## src/rtl/fifo_rd_stream.sv

```systemverilog
// Converts the pop/empty read side of a sync_fifo into a valid/ready stream via a 3-entry skid buffer.
// Optional accepted-beat counter port beat_cnt is built when FIFO_RD_STREAM_CNT_EN is defined.
module fifo_rd_stream #(
  parameter int DW = 8
) (
  input  logic          clk,
  input  logic          rstn,
  input  logic          fifo_empty,
  input  logic [DW-1:0] fifo_dout,
  output logic          fifo_pop,
  output logic          m_valid,
  input  logic          m_ready,
  output logic [DW-1:0] m_data,
  output logic [1:0]    level
`ifdef FIFO_RD_STREAM_CNT_EN
  ,
  output logic [15:0]   beat_cnt
`endif
);

  logic [DW-1:0] mem [3];
  logic [1:0]    wr_ptr;
  logic [1:0]    rd_ptr;
  logic [1:0]    level_q;
  logic          infl;
  logic          run;
  logic          hs;
  logic [2:0]    occ;

  function automatic logic [1:0] inc3(input logic [1:0] p);
    return (p == 2'd2) ? 2'd0 : p + 2'd1;
  endfunction

  // run holds pops off until the first clock edge after reset release
  assign occ      = {1'b0, level_q} + {2'b00, infl};
  assign fifo_pop = run & ~fifo_empty & (occ < 3'd3);
  assign m_valid  = (level_q != 2'd0);
  assign m_data   = mem[rd_ptr];
  assign level    = level_q;
  assign hs       = m_valid & m_ready;

  always_ff @(posedge clk or negedge rstn) begin
    if (!rstn) begin
      run     <= 1'b0;
      infl    <= 1'b0;
      wr_ptr  <= 2'd0;
      rd_ptr  <= 2'd0;
      level_q <= 2'd0;
      mem[0]  <= '0;
      mem[1]  <= '0;
      mem[2]  <= '0;
    end else begin
      run  <= 1'b1;
      infl <= fifo_pop;
      if (infl) begin
        mem[wr_ptr] <= fifo_dout;
        wr_ptr      <= inc3(wr_ptr);
      end
      if (hs) begin
        rd_ptr <= inc3(rd_ptr);
      end
      case ({infl, hs})
        2'b10:   level_q <= level_q + 2'd1;
        2'b01:   level_q <= level_q - 2'd1;
        default: level_q <= level_q;
      endcase
    end
  end

`ifdef FIFO_RD_STREAM_CNT_EN
  always_ff @(posedge clk or negedge rstn) begin
    if (!rstn) begin
      beat_cnt <= 16'd0;
    end else if (hs) begin
      beat_cnt <= beat_cnt + 16'd1;
    end
  end
`endif

endmodule

```

## config.mk

```make
export PLATFORM = sky130hd
export DESIGN_NAME = fifo_rd_stream
export DESIGN_NICKNAME = d
export VERILOG_FILES = /design/src/rtl/fifo_rd_stream.sv
export SDC_FILE = /design/constraint.sdc
export NUM_CORES = 1
export LEC_CHECK = 0
export CAP_MARGIN = 15
export CORE_ASPECT_RATIO = 2
export CORE_MARGIN = 5
export CORE_UTILIZATION = 45
export DETAILED_ROUTE_END_ITERATION = 6
export GPL_ROUTABILITY_DRIVEN = 0
export PLACE_DENSITY = 0.71
export SYNTH_ARGS = -nofsm -noshare
export SYNTH_HDL_FRONTEND = slang
export SYNTH_SLANG_ARGS = --single-unit
```

## constraint.sdc

```tcl
create_clock -name clk -period 2 [get_ports clk]
set_input_delay 0.4 -clock clk [delete_from_list [all_inputs] [get_ports clk]]
set_output_delay 0.4 -clock clk [all_outputs]
set_load 0.02 [all_outputs]
```

==> results.json <==
{
  "grt_first_pass_wirelength_um": 5090,
  "slew_headroom_pct": 64.2,
  "outcome": "finished, final reports clean",
  "critPathKind": "flip-flop to output port",
  "max-cap-violations": 0,
  "finalInstanceArea_sq_um": 1860,
  "die_w_um": 49.6,
  "insertion_delay_ps": 280,
  "hold_start": "mem[22]$_DFFE_PN0P_",
  "synth_edf_count": 0,
  "dr.pass1.iters": 4,
  "peakVddDrop_mv": 0.955,
  "synth_area_leaders": "dfrtp_1 57%, mux2_2 19%, mux2i_1 5.7%",
  "syn_nets": 125,
  "htreeDepth": 2,
  "cp_max_fo": 2,
  "arrival_ps": 1580,
  "min_to": "mem[22]$_DFFE_PN0P_",
  "clock.fmax_mhz": 505,
  "rsz0062_at_grt": "true",
  "reg2reg_slack_ps": 190,
  "path_cells": "ha_2 -> ha_4 -> a2111oi_4 -> buf_4",
  "crit_path_max_incr_delay_ps": 390,
  "skew_ps": 2.71,
  "drive_gt1_share_pct": 32.4,
  "drc": 0,
  "area_delta_synth_final_pct": 31.4,
  "yosys_warnings": 0,
  "clock-sinks": 32,
  "power.density_nw_per_um2": 1710,
  "reg2reg_depth": 6,
  "synth_area_leader_cell": "dfrtp_1",
  "min_period_over_period_pct": 99.0,
  "crit_required_ps": 1600,
  "vias": 954,
  "cpLargestDelayFamily": "adder cells",
  "cts_hold_buf": 0,
  "post_drt_via_cell_ratio": 5.36,
  "wl_um": 2850,
  "cp-start-kind": "flip-flop",
  "dieArea_sq_um": 4430,
  "whs_ps": 505,
  "stdcell_count": 178,
  "n_antenna_cell": 0,
  "port-buffer-count": 23,
  "clk_pin_slew_ps": 60,
  "fin_tns_setup_ps": 0,
  "hold_class": "flip-flop to flip-flop",
  "place.detailed.hpwl_um": 2100,
  "grtUsageTotal_pct": 15.4,
  "hold_viol_final": 0,
  "cts_made_buffers": 5,
  "rows": 28,
  "finalNetCount": 162,
  "grt_start_max_net_pins": 33,
  "timing.rr.start": "level[1]$_DFFE_PN0P_",
  "ys_seq_area_share_pct": 56.7,
  "start_util_pct": 47.4,
  "grt_pass1_vias": 1090,
  "syn_avg_cell_area_sq_um": 12.8,
  "antenna_found_initial": 0,
  "p_total_w": 0.00318,
  "drv_slew": 0,
  "ys_seq_elements": 32,
  "endpoint_kind": "output port",
  "dp.cells": 170,
  "io_pins": 24,
  "fill_cells": 239,
  "slowest_stage": "dfrtp_1",
  "drt_iter0_drc": 16,
  "synth_area_sq_um": 1410,
  "tightest_slew_ps": 532,
  "total_leakage_power_nw": 0.834,
  "period_minus_slack_ps": 1980,
  "setup_viol": 0,
  "critPathBufInv": 1,
  "post_drt_wl_per_cell_um": 16.0,
  "gr-total-overflow": 0,
  "dpl_cell_area_sq_um": 1760,
  "ys_types": 24,
  "die_y_um": 89.2,
  "synthFlopType": "dfrtp_1",
  "cts_tree": "built",
  "synth_top_area_share_pct": 56.7,
  "core_area_sq_um": 2980,
  "hold_path_depth": 1,
  "r2r-end": "level[1]$_DFFE_PN0P_",
  "clock-root-buffer": "clkbuf_8",
  "cts_buffer_depth": 2,
  "syn_inst": 110,
  "drtAntennaViolNets": 0,
  "cts_setup_buffers": 0,
  "synth-async-reset-ratio_pct": 100
}
[what timing repair did]
action	in CTS	in global routing
resized for setup	16	1
pin swaps	1	0
endpoints found under the setup margin	10	2
[cell families after synthesis]
group | after synthesis | synth area share (%)
compound gates | 14 | 5.58
mux | 32 | 24.8
buf+inv | 8 | 2.30
other cells | 1 | 0.265
simple gates | 17 | 5.85
fa+ha+maj | 3 | 2.66
flops | 32 | 56.7
xor+xnor | 3 | 1.86
[cell type report]
cell class	instances	area [sq um]	area share [%]
inverters	4	15.0	0.809
well taps	30	37.5	2.02
clock buffers	8	90.1	4.85
flip-flops and latches	32	801	43.1
multi-input cells	70	613	33.0
repair buffers	34	300	16.2
[cells in the final DEF, fill, tap and decap left out, drive strengths merged]
cell           instances
a21o                   2
nand2b                 1
nor2b                  1
xnor2                  2
nand2                  9
ha                     3
or3                    1
clkdlybuf4s50         13
o21ai                 11
buf                   12
dfrtp                 32
mux2                  24
nor3                   2
nor2                   1
nand3                  1
xor2                   1
dlygate4sd2            8
conb                   1
clkdlybuf4s15          1
clkbuf                 8
or2                    1
mux2i                  8
inv                    4
a2111oi                1
[layer usage]
metal  part of all wire (%)  GRT usage, %
met2                     54          27.4
met5                      0             0
met4                    2.2          7.16
met3                    4.7          5.18
met1                     39          16.0
[per-stage QoR]
stage	worst slack [ps]	utilization, %
after floorplan	67.1	-
after global routing	-77.1	62.4
after detailed placement	-308	59.2
final	19.5	62.4
after global placement	-261	59.2
after CTS	1.55	62.3
[synthesized netlist by cell type (2+ instances only)]
library cell  instances
ha_1                  3
inv_1                 3
dfrtp_1              32
mux2_2               24
buf_2                 2
xnor2_1               2
a21o_1                2
mux2i_1               8
nand2_1               9
o21ai_0              11
[report_power, final]
| part | internal [W] | leakage, nW | total [W] | switching [W] |
|---|---|---|---|---|
| Sequential | 0.000968 | 0.380 | 0.00114 | 0.000173 |
| Combinational | 0.000777 | 0.408 | 0.00154 | 0.000764 |
| Clock | 0.000280 | 0.0455 | 0.000501 | 0.000221 |
| Total | 0.00202 | 0.834 | 0.00318 | 0.00116 |
[state kept, by name, summed over array words and instances, names as in the netlist]
| register | flops |
|---|---|
| rd_ptr | 2 |
| run | 1 |
| level | 2 |
| mem | 24 |
| infl | 1 |
| wr_ptr | 2 |
[worst max-delay path by stage]
stage | from | end | cells past startpoint
after floorplan | level[0]$_DFFE_PN0P_ | fifo_pop | 3
after global placement | level[0]$_DFFE_PN0P_ | fifo_pop | 4
after detailed placement | level[0]$_DFFE_PN0P_ | fifo_pop | 4
after CTS | level[0]$_DFFE_PN0P_ | fifo_pop | 4
after global routing | level[0]$_DFFE_PN0P_ | fifo_pop | 4
final | level[0]$_DFFE_PN0P_ | fifo_pop | 4
Power figures use the tool's default switching activity.
